### config.mk
export PLATFORM = sky130hd
export DESIGN_NAME = next_pc_unit
export DESIGN_NICKNAME = d
export VERILOG_FILES = /design/src/rtl/nrisc_pc_pkg.sv /design/src/rtl/next_pc_unit_ras_stack.sv /design/src/rtl/next_pc_unit.sv
export SDC_FILE = /design/constraint.sdc
export NUM_CORES = 1
export LEC_CHECK = 0
export BUFFER_PORTS_ARGS = -buffer_cell sky130_fd_sc_hd__buf_2
export CAP_MARGIN = 15
export CORE_MARGIN = 2
export CORE_UTILIZATION = 50
export DETAILED_ROUTE_END_ITERATION = 12
export PLACE_DENSITY = 0.72
export SYNTH_ARGS = -nofsm -noshare
export SYNTH_HDL_FRONTEND = slang
export SYNTH_HIERARCHICAL = 1
export SYNTH_SLANG_ARGS = --single-unit
### constraint.sdc
create_clock -name clk -period 5.1 [get_ports clk]
set_clock_uncertainty 0.1 [all_clocks]
set_input_delay 0.51 -clock clk [delete_from_list [all_inputs] [get_ports clk]]
set_output_delay 0.51 -clock clk [all_outputs]
set_load 0.02 [all_outputs]
### src/rtl/nrisc_pc_pkg.sv
// Shared next-PC definitions: source encoding and a width-limited wrapping adder.
// Purely combinational helpers; no state and no flow control.
package nrisc_pc_pkg;

  typedef enum logic [2:0] {
    SRC_SEQ,
    SRC_BR,
    SRC_JMP,
    SRC_CALL,
    SRC_RET
  } next_src_e;

  localparam int unsigned ADDR_MAX_W = 64;

  // Callers zero-extend operands and truncate the result back to their own width.
  function automatic logic [ADDR_MAX_W-1:0] wrap_add(
    input logic [ADDR_MAX_W-1:0] a,
    input logic [ADDR_MAX_W-1:0] b,
    input int unsigned           width
  );
    logic [ADDR_MAX_W-1:0] mask;
    mask = (width >= ADDR_MAX_W) ? '1 : ((ADDR_MAX_W'(1) << width) - ADDR_MAX_W'(1));
    return (a + b) & mask;
  endfunction

endpackage

### src/rtl/next_pc_unit_ras_stack.sv
// Circular return-address stack: top pointer plus count, push overwrites oldest when full.
// Push/pop take effect on the next clk edge; top_data is a combinational read of the top entry.
module ras_stack #(
  parameter int unsigned WIDTH     = 8,
  parameter int unsigned RAS_DEPTH = 4
) (
  input  logic                         clk,
  input  logic                         rst,
  input  logic                         push,
  input  logic                         pop,
  input  logic [WIDTH-1:0]             push_data,
  output logic [WIDTH-1:0]             top_data,
  output logic [$clog2(RAS_DEPTH):0]   count,
  output logic                         full,
  output logic                         empty
);

  localparam int unsigned PTR_W = $clog2(RAS_DEPTH);
  localparam int unsigned CNT_W = PTR_W + 1;

  logic [WIDTH-1:0] mem_q [RAS_DEPTH];
  logic [PTR_W-1:0] top_ptr_q, top_ptr_d;
  logic [CNT_W-1:0] count_q, count_d;

  assign full     = (count_q == CNT_W'(RAS_DEPTH));
  assign empty    = (count_q == '0);
  assign count    = count_q;
  assign top_data = mem_q[top_ptr_q];

  // Pointer wraps naturally because RAS_DEPTH is a power of two.
  always_comb begin
    top_ptr_d = top_ptr_q;
    count_d   = count_q;
    if (push) begin
      top_ptr_d = top_ptr_q + PTR_W'(1);
      if (!full) count_d = count_q + CNT_W'(1);
    end else if (pop && !empty) begin
      top_ptr_d = top_ptr_q - PTR_W'(1);
      count_d   = count_q - CNT_W'(1);
    end
  end

  always_ff @(posedge clk or posedge rst) begin
    if (rst) begin
      top_ptr_q <= '0;
      count_q   <= '0;
    end else begin
      top_ptr_q <= top_ptr_d;
      count_q   <= count_d;
    end
  end

  always_ff @(posedge clk) begin
    if (push) mem_q[top_ptr_d] <= push_data;
  end

endmodule

### src/rtl/next_pc_unit.sv
// Program counter with priority next-PC select (ret > call > jump > taken branch > seq) and RAS.
// New PC one clk edge after the select is sampled; stall holds PC, RAS and sticky flags.
module next_pc_unit #(
  parameter int unsigned       WIDTH     = 8,
  parameter int unsigned       RAS_DEPTH = 4,
  parameter logic [WIDTH-1:0]  RESET_PC  = '0
) (
  input  logic                        clk,
  input  logic                        rst,
  input  logic                        stall,
  input  logic                        jump,
  input  logic                        call,
  input  logic                        ret,
  input  logic                        branch,
  input  logic                        branch_taken,
  input  logic [WIDTH-1:0]            jump_target,
  input  logic [WIDTH-1:0]            branch_offset,
  output logic [WIDTH-1:0]            pc,
  output logic [WIDTH-1:0]            pc_plus1,
  output logic [$clog2(RAS_DEPTH):0]  ras_count,
  output logic                        ras_overflow,
  output logic                        ras_underflow
);

  import nrisc_pc_pkg::*;

  logic [WIDTH-1:0] pc_q, pc_d;
  logic             ovf_q, ovf_d;
  logic             unf_q, unf_d;
  logic [WIDTH-1:0] br_target;
  logic [WIDTH-1:0] ras_top;
  logic             ras_push, ras_pop, ras_full, ras_empty;
  next_src_e        src;

  assign pc            = pc_q;
  assign ras_overflow  = ovf_q;
  assign ras_underflow = unf_q;
  assign pc_plus1      = WIDTH'(wrap_add(ADDR_MAX_W'(pc_q), ADDR_MAX_W'(1), WIDTH));
  assign br_target     = WIDTH'(wrap_add(ADDR_MAX_W'(pc_q), ADDR_MAX_W'(branch_offset), WIDTH));

  always_comb begin
    src = SRC_SEQ;
    if (ret)                         src = SRC_RET;
    else if (call)                   src = SRC_CALL;
    else if (jump)                   src = SRC_JMP;
    else if (branch && branch_taken) src = SRC_BR;
  end

  always_comb begin
    pc_d     = pc_q;
    ovf_d    = ovf_q;
    unf_d    = unf_q;
    ras_push = 1'b0;
    ras_pop  = 1'b0;
    if (!stall) begin
      case (src)
        SRC_RET: begin
          // Return on an empty stack falls through sequentially and is flagged.
          if (ras_empty) begin
            pc_d  = pc_plus1;
            unf_d = 1'b1;
          end else begin
            pc_d    = ras_top;
            ras_pop = 1'b1;
          end
        end
        SRC_CALL: begin
          pc_d     = jump_target;
          ras_push = 1'b1;
          if (ras_full) ovf_d = 1'b1;
        end
        SRC_JMP: pc_d = jump_target;
        SRC_BR:  pc_d = br_target;
        default: pc_d = pc_plus1;
      endcase
    end
  end

  always_ff @(posedge clk or posedge rst) begin
    if (rst) begin
      pc_q  <= RESET_PC;
      ovf_q <= 1'b0;
      unf_q <= 1'b0;
    end else begin
      pc_q  <= pc_d;
      ovf_q <= ovf_d;
      unf_q <= unf_d;
    end
  end

  ras_stack #(
    .WIDTH     (WIDTH),
    .RAS_DEPTH (RAS_DEPTH)
  ) u_ras (
    .clk       (clk),
    .rst       (rst),
    .push      (ras_push),
    .pop       (ras_pop),
    .push_data (pc_plus1),
    .top_data  (ras_top),
    .count     (ras_count),
    .full      (ras_full),
    .empty     (ras_empty)
  );

endmodule

==> metrics.csv <==
stage,metric,value,unit
routing,drt_iter0_drc,128,
sta,max_freq,386.5,MHz
logic_synthesis,yosys_register_bits,47,
logic_synthesis,yosysUniqueCellTypes,54,
critical_path,crit_family,flip-flops,
sta,grt_setup_unrepaired,false,
clock_network,clock-sinks,47,
critical_path,critical_path_class,flop to output pin,
critical_path,crit_arrival,1980,ps
critical_path,critPathLaunch,pc[1],
logic_synthesis,synthesis.area,2624,um2
clock_network,numCtsBuffers,5,
worst_hold_path,min_path_type,input port to async pin,
power_and_ir_drop,intPower,0.0009245,W
final_layout,finalNetCount,295,
logic_synthesis,ys.flop_type,edfxtp_1,
global_route,grt_usage,0.1973,
critical_path,worstPathCellList,"ha_1, nand3_1, nor2_1, xnor2_1, buf_2",
logic_synthesis,synth.most_common_cell,edfxtp_1,
routing,ant_nets,0,
logic_synthesis,synth.avg_cell_area,12.26,um2
final_layout,drive_gt1_frac,0.2748,
sta,hold_viol,0,
sta,maxSlewHeadroom,0.5031,
critical_path,cp_max_fo,7,
place,post-dp-hpwl,4091,um
clock_network,clock_tree.root_cell,clkbuf_8,
run_status,status,completed,
sta,worst_pin_slew,742.6,ps
logic_synthesis,synth.net_count,248,
place,place.gp.congestion,0.7834,
power_and_ir_drop,switching_power,0.0006616,W
sta,report.final.slew_viol_count,0,
critical_path,crit_buf_inv,1,
floorplanning,core,5075,um2
sta,fin_crit,2587,ps
critical_path,ff2ff_setup_slack,2840,ps
routing,wl_per_cell,16.32,um
critical_path,reg2regPathDepth,6,
floorplanning,ios,45,
routing,drt_wl_total,5417,um
clock_network,ctsResizeCount,0,
sta,setup_tns,0,ps
routing,drc,0,
power_and_ir_drop,combPwrFrac,0.448,
floorplanning,initial_utilization,0.5170,
global_route,overflow,0,
global_route,grt_pass1_vias,1807,
power_and_ir_drop,seqPwrFrac,0.404,
floorplanning,die_w,76.44,um
logic_synthesis,seq_area_frac_synth,0.5093,
routing,firstDrtPassIters,5,
routing,via_per_inst,5.699,
routing,vias,1892,
clock_network,post_cts_buffers,0,
final_layout,post-route-cell-area,2995,um2
power_and_ir_drop,p_per_area,529.5,nW/um2
logic_synthesis,yosys_warnings,6,
critical_path,slowest_stage,dfrtp_1,
final_layout,synthToLayoutAreaGrowth,14.16,%
critical_path,crit_required,4490,ps
critical_path,r2r-end,pc[1],
sta,setup_viol,0,
sta,finalCritPeriodShare,0.5073,
clock_network,clk_pin_slew,100,ps
logic_synthesis,yosys.area.top_type_share,0.3662,
power_and_ir_drop,vdd_ir_drop_max,0.0003027,V
logic_synthesis,synthTopCellsByArea,"edfxtp_1 37%, dfrtp_1 14%, mux4_2 7.7%, ha_1 3.8%, xnor2_1 2.7%",
floorplanning,row_count,26,
clock_network,htreeDepth,2,
logic_synthesis,synthTopCellsByCount,"32 x edfxtp_1, 15 x dfrtp_1, 15 x nor2_1",
critical_path,crit_cells,5,
run,max_cap_violations,0,
global_route,grt_pass1_wl,9032,um
power_and_ir_drop,clock_power_share,0.149,
floorplanning,die_y,76.44,um
critical_path,setup.worst_path.start_class,flop,
power_and_ir_drop,power_leakage,1.176,nW
final_layout,n_antenna_cell,0,
clock_network,cts_hold_buf,0,
global_route,antenna_found_initial,0,
logic_synthesis,synthCells,214,
logic_synthesis,synth_edf_count,32,
clock_network,tritoncts,done,
logic_synthesis,synth.largest_area_cell,edfxtp_1,
critical_path,endpoint,pc_plus1[6],
critical_path,cp-end-kind,output pin,
floorplanning,die_area,5843,um2
critical_path,cp_slowest_stage_delay,490,ps
critical_path,r2r_start,u_ras/top_ptr_q[0],
global_route,grt_max_degree,18,
place,numPortBuffers,44,
place,placed_cell_area,2889,um2
clock_network,clk_latency,300,ps
clock_network,clockBufferDepth,2,
logic_synthesis,synth-async-reset-ratio,0.3191,
power_and_ir_drop,netSwitchingFraction,0.4171,
[routing by layer]
layer / global-route usage / part of all wire / up-vias
li1: - / - / 927
met1: 0.2674 / 0.45 / 907
met2: 0.3239 / 0.49 / 52
met3: 0.03555 / 0.049 / 6
met4: 0.06364 / 0.014 / 0
met5: 0 / 0 / -
[worst min-delay path by stage]
stage / end / slack, ps / cells after the start
floorplan: u_ras/count[0] / 190 / 1
global placement: u_ras/count[1] / 330 / 2
detailed placement: u_ras/count[1] / 340 / 2
CTS: u_ras/top_ptr_q[0] / 5 / 2
global route: u_ras/count[1] / 10 / 2
finish: u_ras/top_ptr_q[1] / 8 / 2
[sequential cells by signal (all words and copies together), names as in the netlist]
signal,flops
pc,8
u_ras/count,3
u_ras/mem_q,32
ras_overflow,1
u_ras/top_ptr_q,2
ras_underflow,1
[worst reg2reg max path, stage by stage (launching register included)]
cell and delay, ps:
dfrtp_1 790, mux4_2 620, nand2_1 100, a32oi_1 100
a221o_1 270, o21ai_0 70, o21ai_0 100
[final cells by class]
class | instances | area (um2)
fill | 430 | 2079
sequential | 47 | 1336
multi-input combinational | 151 | 1204
timing repair buffer | 47 | 237.7
tap | 70 | 87.58
clock buffer | 5 | 68.82
inverter | 9 | 33.78
clock inverter | 3 | 27.53
[layout by cell type (no fill, tap or decap), types with 3 or more instances in the layout]
cell type and instances:
nor3b_1 4, a221oi_1 4, clkbuf_8 5, o21ai_0 13
mux4_2 9, buf_2 46, xor2_1 3, nand3_1 4
nand2_1 13, a211oi_1 4, edfxtp_1 32, nor3_1 4
inv_1 9, dfrtp_1 15, nor2_1 15, a22oi_1 3
xnor2_1 8, a21oi_1 10, ha_1 8, a21o_1 7
[power groups by stage]
stage                     logic [W]  registers [W]  clock network (W)
final                      0.000710       0.000640           0.000236
after global routing       0.000786       0.000658           0.000257
after CTS                  0.000713       0.000641           0.000242
after detailed placement   0.000709       0.000648                  0
after global placement     0.000702       0.000646                  0
after floorplan            0.000509       0.000648                  0
[through the flow]
| stage | worst slack (ps) | std cells | total power, W | hold slack [ps] | utilization |
|---|---|---|---|---|---|
| 6_report | 2513 | 332 | 0.001586 | 8.099 | 0.5902 |
| 5_1_grt | 2328 | 332 | 0.001700 | 13.98 | 0.5902 |
| 4_1_cts | 2475 | 330 | 0.001596 | 4.865 | 0.5883 |
| 3_5_place_dp | 2400 | 322 | 0.001357 | 335.9 | 0.5693 |
| 3_3_place_gp | 2452 | 322 | 0.001348 | 334.7 | 0.5693 |
| 2_1_floorplan | 2609 | 214 | 0.001157 | 188.5 | - |
[cell families (layout without fill, tap and decap cells)]
logic type / Yosys count / count (layout) / share of synthesized area
compound gates: 59 / 59 / 0.1569
flops: 47 / 47 / 0.5093
mux: 11 / 11 / 0.08488
xor+xnor: 11 / 11 / 0.03672
simple gates: 60 / 60 / 0.1269
fa+ha+maj: 10 / 10 / 0.05341
buf+inv: 16 / 64 / 0.03195
Power figures use the tool's default switching activity.
